### src/rtl/cmos_pkg.sv
// Shared types and constants for the CMOS frame packer.
// Holds the FSM state encoding and the FIFO entry layout {sof, eol, data}.
package cmos_pkg;
   localparam int WORD_W = 32;
   localparam int PIX_W  = 16;

   typedef enum logic [1:0] {
      WAIT_VS = 2'd0,
      VS_HIGH = 2'd1,
      ACTIVE  = 2'd2,
      DROP    = 2'd3
   } state_e;

   typedef struct packed {
      logic              sof;
      logic              eol;
      logic [WORD_W-1:0] data;
   } fifo_ent_t;
endpackage

### src/rtl/pix_fifo.sv
// Synchronous show-ahead FIFO: head entry visible while non-empty, valid one cycle after a push.
// Backpressure: a push is accepted when not full, or when full and a pop happens in the same cycle.
module pix_fifo
   import cmos_pkg::*;
#(
   parameter int DEPTH = 16
) (
   input  logic      clk,
   input  logic      rst_n,
   input  logic      wr_en_i,
   input  fifo_ent_t wr_ent_i,
   output logic      full_o,
   input  logic      rd_en_i,
   output fifo_ent_t rd_ent_o,
   output logic      empty_o
);
   localparam int AW = $clog2(DEPTH);

   fifo_ent_t     mem_q [DEPTH];
   logic [AW-1:0] wp_q, rp_q;
   logic [AW:0]   cnt_q;
   logic          wr_ok, rd_ok;

   assign empty_o  = (cnt_q == '0);
   assign full_o   = (cnt_q == (AW+1)'(DEPTH));
   assign rd_ok    = rd_en_i && !empty_o;
   assign wr_ok    = wr_en_i && (!full_o || rd_ok);
   assign rd_ent_o = empty_o ? '0 : mem_q[rp_q];

   always_ff @(posedge clk or negedge rst_n) begin
      if (!rst_n) begin
         wp_q  <= '0;
         rp_q  <= '0;
         cnt_q <= '0;
      end else begin
         if (wr_ok) wp_q <= wp_q + AW'(1);
         if (rd_ok) rp_q <= rp_q + AW'(1);
         if (wr_ok && !rd_ok)      cnt_q <= cnt_q + (AW+1)'(1);
         else if (!wr_ok && rd_ok) cnt_q <= cnt_q - (AW+1)'(1);
      end
   end

   always_ff @(posedge clk) begin
      if (wr_ok) mem_q[wp_q] <= wr_ent_i;
   end
endmodule

### src/rtl/cmos_frame_packer.sv
// Packs RGB565 pixel pairs into 32-bit words with sof/eol tags; a pair is pushed when the next pixel or href fall arrives.
// Valid/ready output through a show-ahead FIFO; overflow drops the rest of the frame. Optional CMOS_LINE_CHECK_EN adds line-length check.
module cmos_frame_packer
   import cmos_pkg::*;
#(
   parameter int FIFO_DEPTH = 16,
   parameter int FCNT_W     = 8
) (
   input  logic              clk,
   input  logic              rst_n,
   input  logic              cmos_frame_vsync,
   input  logic              cmos_frame_href,
   input  logic              cmos_frame_valid,
   input  logic [PIX_W-1:0]  cmos_frame_data,
   input  logic [12:0]       cmos_hpixel,
   output logic [WORD_W-1:0] wr_data,
   output logic              wr_valid,
   input  logic              wr_ready,
   output logic              wr_sof,
   output logic              wr_eol,
   output logic [FCNT_W-1:0] frame_cnt,
   output logic              overflow,
   output logic              line_err
);
   state_e              state_q, state_d;
   logic                vs_q, href_q;
   logic [PIX_W-1:0]    half_q, half_d;
   logic                half_vld_q, half_vld_d;
   logic [WORD_W-1:0]   hold_q, hold_d;
   logic                hold_vld_q, hold_vld_d;
   logic                sof_pend_q, sof_pend_d;
   logic [FCNT_W-1:0]   fcnt_q, fcnt_d;
   logic                ovf_q, ovf_d;
   logic                vs_rise, href_fall, pix, pop, push, full, empty;
   fifo_ent_t           push_ent, head_ent;

   assign vs_rise   = cmos_frame_vsync && !vs_q;
   assign href_fall = href_q && !cmos_frame_href;
   assign pix       = cmos_frame_href && cmos_frame_valid;
   assign wr_valid  = !empty;
   assign pop       = wr_valid && wr_ready;

   // A completed pair waits in hold_q until we learn whether it ends the line.
   always_comb begin
      state_d    = state_q;
      half_d     = half_q;
      half_vld_d = half_vld_q;
      hold_d     = hold_q;
      hold_vld_d = hold_vld_q;
      sof_pend_d = sof_pend_q;
      fcnt_d     = fcnt_q;
      ovf_d      = ovf_q;
      push       = 1'b0;
      push_ent   = '0;
      if (vs_rise) begin
         state_d    = VS_HIGH;
         fcnt_d     = fcnt_q + FCNT_W'(1);
         ovf_d      = 1'b0;
         half_vld_d = 1'b0;
         hold_vld_d = 1'b0;
         sof_pend_d = 1'b1;
      end else begin
         case (state_q)
            VS_HIGH: if (!cmos_frame_vsync) state_d = ACTIVE;
            ACTIVE: begin
               if (pix) begin
                  if (hold_vld_q) begin
                     push       = 1'b1;
                     push_ent   = '{sof: sof_pend_q, eol: 1'b0, data: hold_q};
                     hold_vld_d = 1'b0;
                  end
                  if (half_vld_q) begin
                     hold_d     = {half_q, cmos_frame_data};
                     hold_vld_d = 1'b1;
                     half_vld_d = 1'b0;
                  end else begin
                     half_d     = cmos_frame_data;
                     half_vld_d = 1'b1;
                  end
               end else if (href_fall) begin
                  if (hold_vld_q) begin
                     push     = 1'b1;
                     push_ent = '{sof: sof_pend_q, eol: 1'b1, data: hold_q};
                  end else if (half_vld_q) begin
                     push     = 1'b1;
                     push_ent = '{sof: sof_pend_q, eol: 1'b1, data: {half_q, {PIX_W{1'b0}}}};
                  end
                  hold_vld_d = 1'b0;
                  half_vld_d = 1'b0;
               end
               if (push) begin
                  if (full && !pop) begin
                     ovf_d      = 1'b1;
                     state_d    = DROP;
                     half_vld_d = 1'b0;
                     hold_vld_d = 1'b0;
                  end else begin
                     sof_pend_d = 1'b0;
                  end
               end
            end
            default: ;
         endcase
      end
   end

   always_ff @(posedge clk or negedge rst_n) begin
      if (!rst_n) begin
         state_q    <= WAIT_VS;
         vs_q       <= 1'b0;
         href_q     <= 1'b0;
         half_q     <= '0;
         half_vld_q <= 1'b0;
         hold_q     <= '0;
         hold_vld_q <= 1'b0;
         sof_pend_q <= 1'b0;
         fcnt_q     <= '0;
         ovf_q      <= 1'b0;
      end else begin
         state_q    <= state_d;
         vs_q       <= cmos_frame_vsync;
         href_q     <= cmos_frame_href;
         half_q     <= half_d;
         half_vld_q <= half_vld_d;
         hold_q     <= hold_d;
         hold_vld_q <= hold_vld_d;
         sof_pend_q <= sof_pend_d;
         fcnt_q     <= fcnt_d;
         ovf_q      <= ovf_d;
      end
   end

`ifdef CMOS_LINE_CHECK_EN
   logic [12:0] lcnt_q, lcnt_d;
   logic        lerr_q, lerr_d;

   always_comb begin
      lcnt_d = lcnt_q;
      lerr_d = lerr_q;
      if (vs_rise) begin
         lcnt_d = '0;
         lerr_d = 1'b0;
      end else if (state_q == ACTIVE) begin
         if (pix) begin
            lcnt_d = lcnt_q + 13'd1;
         end else if (href_fall) begin
            if (lcnt_q != cmos_hpixel) lerr_d = 1'b1;
            lcnt_d = '0;
         end
      end
   end

   always_ff @(posedge clk or negedge rst_n) begin
      if (!rst_n) begin
         lcnt_q <= '0;
         lerr_q <= 1'b0;
      end else begin
         lcnt_q <= lcnt_d;
         lerr_q <= lerr_d;
      end
   end

   assign line_err = lerr_q;
`else
   logic unused_hpixel;
   assign unused_hpixel = ^cmos_hpixel;
   assign line_err      = 1'b0;
`endif

   pix_fifo #(.DEPTH(FIFO_DEPTH)) u_fifo (
      .clk      (clk),
      .rst_n    (rst_n),
      .wr_en_i  (push),
      .wr_ent_i (push_ent),
      .full_o   (full),
      .rd_en_i  (pop),
      .rd_ent_o (head_ent),
      .empty_o  (empty)
   );

   assign wr_data   = head_ent.data;
   assign wr_sof    = head_ent.sof;
   assign wr_eol    = head_ent.eol;
   assign frame_cnt = fcnt_q;
   assign overflow  = ovf_q;
endmodule
### config.mk
export PLATFORM = sky130hd
export DESIGN_NAME = cmos_frame_packer
export DESIGN_NICKNAME = d
export VERILOG_FILES = /design/src/rtl/cmos_pkg.sv /design/src/rtl/pix_fifo.sv /design/src/rtl/cmos_frame_packer.sv
export SDC_FILE = /design/constraint.sdc
export NUM_CORES = 1
export LEC_CHECK = 0
export ABC_AREA = 1
export ABC_CLOCK_PERIOD_IN_PS = 4200
export CAP_MARGIN = 20
export CORE_MARGIN = 3
export CORE_UTILIZATION = 60
export DETAILED_ROUTE_END_ITERATION = 8
export GPL_TIMING_DRIVEN = 0
export PLACE_DENSITY_LB_ADDON = 0.15
export RECOVER_POWER = 100
export SYNTH_ARGS = -nofsm -noshare
export SYNTH_HDL_FRONTEND = slang
export SYNTH_SLANG_ARGS = --single-unit
export TNS_END_PERCENT = 5
### constraint.sdc
create_clock -name clk -period 4.2 [get_ports clk]
set_input_delay 0.84 -clock clk [delete_from_list [all_inputs] [get_ports clk]]
set_output_delay 0.84 -clock clk [all_outputs]
set_load 0.005 [all_outputs]
After elaboration in Yosys (flattened, before gate mapping) --
Memory sizes are Yosys's and may differ from the RTL's. Index checks and enable logic that the tools add are counted.
Cells by class: $add $sub $neg 5, multipliers 0, divide/modulo/power cells 0, $lt $le $gt $ge 0, eq/ne operators 7, shifts and indexed selects 0, multiplexer cells 47, bitwise operators 2, reduce and logical (&&, ||, !) cells 28
Operators by type and width (number):
- 34-bit 2-to-1 mux | 8
- 1-bit 2-to-1 mux | 32
- 4-bit AND reduction | 3
- 5-bit 2-to-1 mux | 2
- 1-bit logical AND | 9
- 3-bit != test, second input constant | 3
- 4-bit by 1-bit adder with 4-bit output, second input constant | 2
- 8-bit by 1-bit adder with 8-bit output, second input constant | 1
- 2-bit 2-to-1 mux | 4
- 2-bit nonzero test | 4
- 1-bit logical NOT | 7
- 3-bit AND reduction | 2
- 5-bit by 1-bit adder with 5-bit output, second input constant | 1
- 5-bit == test, second input constant | 1
- 5-bit logical NOT | 1
- 5-bit by 1-bit subtractor with 5-bit output, second input constant | 1
- 2-bit case mux with 2 select lines | 1
- 3-bit nonzero test | 1
- 2-bit by 1-bit == test with 1-bit output, second input constant | 1
- 2-bit == test, second input constant | 1
- 2-bit != test, second input constant | 1
- 1-bit NOT | 2
- 1-bit logical OR | 1
Word-level totals: register bits 77, latch bits 0, memory bits (writable) 544, bits in read-only memories 0, input port bits 35, output and inout bits 45, word-level logic and storage cells 103, memories kept 1
Memory list:
- u_fifo.mem_q | words 16, bits a word 34, read ports 1, clocked after Yosys merged registers in 0, write ports 1, line pix_fifo.sv:19 | fifo_ent_t mem_q [DEPTH];

Depth between registers and ports, before layout --
Gate-level depths: netlist (run 1).
depth in word-level cells 13, depth in mapped cells 15, gate-level depth less buffers 15

Cells and area by module --
A second synthesis (run 1) with hierarchy kept.
Unflattened totals: cell total of the unflattened synthesis 2266, area total of the unflattened synthesis 25943.6 um2
By module, submodules not included:
- pix_fifo | instances 1, cells each 1894, area each 22649.2 um2, sequential area each 16661.0 um2
- cmos_frame_packer | instances 1, cells each 372, area each 3294.4 um2, sequential area each 1601.5 um2

Least setup slack after synthesis (run 1) --
Ideal clock, no wire load.
path type input to register, start point in cmos_frame_vsync, end point mem u_fifo.mem_q[0][0] (netlist name), enable pin, setup time 0.425 ns, arrival time 3.020 ns, data required time 3.775 ns, setup slack 0.755 ns, stages 7, path buffers 0, cells stage by stage inv_1 nor2_8 nor2_4 nand3_2 inv_6 nand2_4 nor2_1
Between the ends: cells in the longest elaborated chain, start to end 5
Ends and longest elaborated chain:
- start: declaration | line cmos_frame_packer.sv:11 | input logic cmos_frame_vsync,
- 1-bit logical AND | line cmos_frame_packer.sv:37 | assign vs_rise = cmos_frame_vsync && !vs_q;
- 1-bit 2-to-1 mux | line cmos_frame_packer.sv:55 | if (vs_rise) begin
- 1-bit logical AND | line pix_fifo.sv:27 | assign wr_ok = wr_en_i && (!full_o || rd_ok);
- via u_fifo.wr_ok | line pix_fifo.sv:22 | logic wr_ok, rd_ok;
- 1-bit 2-to-1 mux | line pix_fifo.sv:44 | if (wr_ok) mem_q[wp_q] <= wr_ent_i;
- 1-bit 2-to-1 mux (not written as such) | line pix_fifo.sv:44
- end: declaration | line pix_fifo.sv:19
The timed path passes the listed nets, and every way through them passes these cells.

Worst setup path after layout (run 1) --
start point reg u_fifo.rp_q[1], end point out wr_data[27]
Between the ends: cells in the longest elaborated chain, start to end 2
Ends and longest elaborated chain:
- start: declaration | line pix_fifo.sv:20 | logic [AW-1:0] wp_q, rp_q;
- start signal: assignment | line pix_fifo.sv:37 | if (rd_ok) rp_q <= rp_q + AW'(1);
- memory 16 x 34 bit
- 34-bit 2-to-1 mux | line pix_fifo.sv:28 | assign rd_ent_o = empty_o ? '0 : mem_q[rp_q];
- end: declaration | line cmos_frame_packer.sv:16 | output logic [WORD_W-1:0] wr_data,
No other way between the ends.

==> results of run 1 <==
## final timing paths
kind | end | cells after the start
worst max-delay path | wr_data[27] | 9
worst min-delay path | half_q[8] | 1
worst max register to register | u_fifo.mem_q[6][0] | 8
worst min register to register | hold_q[25] | 2
max in group asynchronous | u_fifo.cnt_q[4] | 2
min in group clk | hold_q[25] | 2
## placed cells by master, fill, tap and decap left out, types with 11 or more instances in the layout
cell type	count
dlygate4sd3_1	21
buf_4	17
o21ai_0	57
clkbuf_16	63
clkbuf_1	79
clkdlybuf4s50_1	43
clkinv_1	14
nand2_1	792
buf_2	46
edfxtp_1	544
dfrtp_1	77
a22oi_1	16
inv_1	53
clkinv_2	12
buf_6	19
nor2_1	52
nand3_1	422
xor2_1	11
a21oi_1	37
## worst register-to-register path: stages, from the launching register on
cell and delay, ns:
dfrtp_1 0.42, nor2_4 0.16, inv_2 0.07, nor2_1 0.28
nand3_1 0.30, inv_6 0.17, nand2_1 0.14, nor2_1 1.42
buf_12 0.30
## power breakdown
group,internal [mW],leakage (nW),total (mW),switching (mW)
Sequential,6.90,6.12,7.12,0.221
Clock,3.19,0.988,5.50,2.31
Combinational,2.41,4.11,7.00,4.58
Total,12.5,11.2,19.6,7.11
## layout make-up
type | count | area share
Multi-Input combinational cell | 1425 | 0.216
Buffer | 133 | 0.0261
Clock buffer | 82 | 0.0581
Clock inverter | 34 | 0.0109
Sequential cell | 621 | 0.625
Timing Repair Buffer | 105 | 0.0331
Inverter | 60 | 0.00792
Tap cell | 539 | 0.0231
Antenna cell | 1 | 0.0000856
## per-layer routing
| layer | vias to the layer above | GRT usage | wire length, um |
|---|---|---|---|
| met5 | - | 0 | 13 |
| li1 | 8079 | - | - |
| met3 | 232 | 0.0641 | 8020 |
| met4 | 2 | 0.132 | 3080 |
| met1 | 8579 | 0.422 | 26200 |
| met2 | 1133 | 0.524 | 34300 |
## cell families after synthesis
logic type               Yosys count  synth area share
XOR/XNOR                          17           0.00581
AO/OA/AOI/OAI                    115            0.0245
adder cells (fa/ha/maj)           11           0.00566
other                              1          0.000146
flip-flops                       621             0.712
buffers and inverters            193            0.0391
AND/OR/NAND/NOR                 1281             0.213
## what timing repair did
item / 4_1_cts / 5_1_grt
resized for setup: 0 / 3
buffers inserted: 0 / 0
hold buffers: 0 / 0
setup endpoints to repair: 0 / 8
## through the flow
stage | util | total power, mW | area, sq um | TNS [ns] | hold WS (ns)
after detailed placement | 0.654 | 14.2 | 27500 | 0 | 0.475
after global placement | 0.642 | 14.0 | 27000 | -836.09 | 0.467
after CTS | 0.702 | 19.6 | 29500 | 0 | 0.0130
after floorplan | - | 11.3 | 25600 | 0 | 0.453
after global routing | 0.695 | 20.5 | 29200 | 0 | 0.126
final | 0.695 | 19.6 | 29200 | 0 | 0.108
## sequential cells by signal, summed over array words and instances (netlist names)
name          count
frame_cnt         8
hold_q           32
u_fifo.wp_q       4
vs_q              1
sof_pend_q        1
hold_vld_q        1
u_fifo.cnt_q      5
state_q           2
href_q            1
u_fifo.mem_q    544
overflow          1
half_q           16
u_fifo.rp_q       4
half_vld_q        1
==> results.toml, run 1 <==
[run_status]
status = "finished with violations"
failed_checks = "max-capacitance violations, max-slew violations"

[timing]
slew_violations = 148
post-route-period-util = 0.967
setup_slack_ns = 0.139
setup_viol = 0
hold_viol = 0
fmax_ghz = 0.246
slew_headroom = -0.270
worstMarginPinSlew_ns = 1.90
rsz0062_at_grt = "false"
layout_min_cycle_time_ns = 4.06
skew_ns = 0.0253

[clock_tree]
ctsLongestPathBuffers = 3
cts-root-buf = "clkbuf_16"
cts_made_buffers = 61
clk_pin_slew_ns = 0.06
cts_tree = "yes"
cts.sinks = 621
clk-insertion-delay-late_ns = 0.63
cts_htree_levels = 2

[setup_path]
max_stage_delay_ns = 0.62
cp-startpoint = "u_fifo.rp_q[1]"
critical_path.startpoint_type = "register"
critPathBufInv = 4
slowest_stage = "clkbuf_1"
worstSetupEndpointType = "primary output"
crit_family = "buffers and inverters"
r2r_slack_ns = 0.62
cp_max_fo = 10
path_cells = "inv_1, buf_2, clkbuf_1, nand3_1, nand3_1, nand2_1, nand2_1, a21oi_1, dlygate4sd3_1"
critPathKind = "register to primary output"
cp.arrival_ns = 3.22
cp_data_required_time_ns = 3.36
r2r-start = "state_q[0]"

[finish]
drive_above_1_share = 0.0841
seqCellArea_sq_um = 18300
multi_input_area_sq_um = 6320
areaGrowthSynthToFinish_pct = 14.0
fill_cells = 2932
nets = 2453
final_cells = 3000

[die]
pin_count = 80
die_area_sq_um = 45300
num_rows = 75
core_sq_um = 42000
die-width_um = 213
die_h_um = 213
start_util = 0.610

[logic_synthesis]
avgSynthCellArea_sq_um = 11.5
syn_nets = 2285
ys_ff_latch = 621
async_reset_ff_frac = 0.124
yosys_warnings = 0
synthTopCellsByArea = "edfxtp_1, nand2_1, nand3_1, dfrtp_1, o21ai_0"
synth_top_area_frac = 0.637
syn_area_sq_um = 25600
synth_enable_flop_cells = 544
synth_cell_types = 38
synthCells = 2239
yosys-top-cells-count = "nand2_1, edfxtp_1, nand3_1, dfrtp_1, nor2_1"
ys_seq_area_frac = 0.712
synthFlopType = "edfxtp_1"
yosysTopAreaCell = "edfxtp_1"
yosysMostFrequentCell = "nand2_1"

[detailed_routing]
viasPerCell = 6.01
ant_nets = 0
wl_per_cell_um = 23.9
drt_pass1_iterations = 6
drt_iter0_drc = 2109
wirelength_um = 71600
drc = 0
routed-via-count = 18000

[placement]
io_buffers = 65
placedCellCount = 2866
globalplace.congestion = 0.873
place_ws_ns = 0.580
hpwl_um = 45200

[grt]
grt-ovfl-total = 0
track_usage = 0.319
antenna_found_initial = 2
grt_max_degree = 72
grt_pass1_wl_um = 105000
grt_pass1_vias = 17700

[power_and_ir_drop]
power_density_nw_per_um2 = 671
leakagePower_nw = 11.2
peakVddDrop_mv = 0.437

[worst_hold_path]
min_path_type = "input port to asynchronous set/reset pin"

[flow_run]
maxCapViolCount = 7
No activity file was read; power rests on OpenSTA's default activity.
==> inputs of run 2 (changes only) <==
--- a/config.mk
+++ b/config.mk
@@ -6,7 +6,7 @@
 export NUM_CORES = 1
 export LEC_CHECK = 0
 export ABC_AREA = 1
-export ABC_CLOCK_PERIOD_IN_PS = 4200
+export ABC_CLOCK_PERIOD_IN_PS = 3850
 export CAP_MARGIN = 20
 export CORE_MARGIN = 3
 export CORE_UTILIZATION = 60
==> constraint.sdc (replaced) <==
create_clock -name clk -period 3.85 [get_ports clk]
set_input_delay 0.77 -clock clk [delete_from_list [all_inputs] [get_ports clk]]
set_output_delay 0.77 -clock clk [all_outputs]
set_load 0.005 [all_outputs]
==> run 2 against run 1 <==
  * The flow finishes with violations (max-capacitance violations, max-slew violations, negative setup slack)
  * Register-to-register slack got worse by 0.18 ns
  * Critical path type unchanged
  * Largest power group unchanged
  * Global-route usage is essentially flat
  * First-iteration DRC count up 5.2%
  * Clock skew down 0.0074 ns
  * Core utilization increased by 0.089 points
  * Largest cell class unchanged
==> results.toml, run 2 (synthesis results as in run 1) <==
[grt]
track_usage = 0.319
grt-ovfl-total = 0
grt_pass1_vias = 17700
grt_pass1_wl_um = 105000
antenna_found_initial = 1
grt_max_degree = 72

[clock_tree]
cts_tree = "yes"
clk-insertion-delay-late_ns = 0.63
ctsLongestPathBuffers = 3
cts_setup_buffers = 0
cts_made_buffers = 61
cts-root-buf = "clkbuf_16"
clk_pin_slew_ns = 0.06
cts.sinks = 621
cts_htree_levels = 2

[timing]
rsz0062_at_grt = "true"
slew_headroom = -0.198
hold_viol = 0
layout_min_cycle_time_ns = 3.85
slew_violations = 72
skew_ns = 0.0179
post-route-period-util = 1.00
fin_hold_ws_ns = 0.491
worstMarginPinSlew_ns = 1.80
setup_slack_ns = -0.000425
fmax_ghz = 0.260
setup_viol = 1

[setup_path]
critPathKind = "register to primary output"
cp_data_required_time_ns = 3.08
critPathBufInv = 4
critical_path.startpoint_type = "register"
cp.arrival_ns = 3.08
worstSetupEndpointType = "primary output"
crit_family = "buffers and inverters"
path_cells = "buf_2, clkinv_1, clkbuf_2, nand2_1, a21oi_1, dlygate4sd3_1"
slowest_stage = "dlygate4sd3_1"
max_stage_delay_ns = 0.61
cp_max_fo = 10

[finish]
largest_register = "u_fifo.mem_q"
final_cell_mix = "nand2_1, edfxtp_1, nand3_1"
antennaDiodeCount = 0
nets = 2454
reg.largest.list = "u_fifo.mem_q (544), hold_q (32), half_q (16)"
final_cells = 3000
drive_above_1_share = 0.0955
areaGrowthSynthToFinish_pct = 14.2
final_util = 0.696
largest_register_ffs = 544
final_area_sq_um = 29300
final_common_cell = "nand2_1"

[detailed_routing]
viasPerCell = 6.06
ant_nets = 0
routed-via-count = 18200
drc = 0
drt_iter0_drc = 2219
wl_per_cell_um = 23.9
drt_pass1_iterations = 8
wirelength_um = 71600

[die]
die_area_sq_um = 45300
start_util = 0.610
pin_count = 80
die_h_um = 213
die-width_um = 213
core_sq_um = 42000
num_rows = 75

[placement]
hpwl_um = 45200
io_buffers = 65
placedCellCount = 2866
post_dp_cell_area_sq_um = 27500
place_ws_ns = 0.300
globalplace.congestion = 0.873

[power_and_ir_drop]
peakVddDrop_mv = 0.466
p_clk_frac = 0.279
seq_power_share = 0.361
switching_share = 0.362
combPwrFrac = 0.360
leakagePower_nw = 11.3
power_density_nw_per_um2 = 735
p_sw_mw = 7.79
p_int_mw = 13.7

[worst_hold_path]
min_path_type = "register to register"

[run_status]
status = "finished with violations"
failed_checks = "max-capacitance violations, max-slew violations, negative setup slack"

[flow_run]
maxCapViolCount = 1
==> run 2: cell types whose count changed in the layout (fill, tap and decap cells not counted), moves of 6 or more <==
cell | previous run | this run
clkbuf_2 | 6 | 21
nor2_2 | 9 | 15
buf_2 | 46 | 34
dlygate4sd3_1 | 21 | 14
clkbuf_4 | 1 | 19
clkdlybuf4s50_1 | 43 | 51
nor2_1 | 52 | 46
clkbuf_1 | 79 | 62
buf_12 | 10 | 4
==> run 2: worst paths after layout <==
check                                    start              endpoint  slack, ns  cells past startpoint
worst max-delay path            u_fifo.rp_q[3]            wr_data[0]    -0.0004                      6
worst min-delay path                hold_q[25]            hold_q[25]       0.49                      2
worst max register to register      state_q[0]  u_fifo.mem_q[11][12]       0.44                      8
worst min register to register      hold_q[25]            hold_q[25]       0.49                      2
max in group asynchronous                rst_n       u_fifo.cnt_q[4]       1.22                      3
min in group asynchronous                rst_n             half_q[8]       0.56                      2
==> run 2: final cells by class <==
class,instances,area (sq um)
plain buffers,133,818
clock buffers,82,1700
clock inverters,34,318
fillers,2936,12800
inverters,60,231
multi-input cells,1425,6350
flip-flops and latches,621,18300
well taps,539,674
repair buffers,106,923
==> run 2: worst reg2reg max path, delay by kind of cell (launching register included) <==
kind / cells / cell delay (ns)
buffers and inverters: 3 / 0.91
flip-flops: 1 / 0.42
AND/OR/NAND/NOR: 5 / 1.70
==> run 2: per-stage QoR <==
step | total power, mW | setup TNS [ns]
3_3_place_gp | 15.3 | -1009.97
5_1_grt | 22.5 | -3.22
3_5_place_dp | 15.5 | 0
4_1_cts | 21.4 | 0
6_report | 21.5 | -0.000425
2_1_floorplan | 12.3 | 0
==> run 2: repair_timing <==
item                                   4_1_cts  5_1_grt
hold buffers                                 1        0
setup endpoints to repair                   15       33
endpoints found under the hold margin        6        0
gates resized for setup                      9       32
==> run 2: power by group through the flow <==
stage	logic, mW	registers (mW)	clock network (mW)
after floorplan	4.47	7.84	0
after global placement	7.38	7.89	0
after detailed placement	7.58	7.90	0
after CTS	7.67	7.76	6.00
after global routing	8.41	7.81	6.28
final	7.75	7.77	6.01
==> run 2: layer usage <==
layer / global-route usage / vias to the layer above / routed length [um]
li1: - / 8084 / -
met5: 0 / - / 13
met1: 0.420 / 8709 / 26100
met4: 0.133 / 2 / 2810
met3: 0.0669 / 231 / 7970
met2: 0.524 / 1161 / 34600
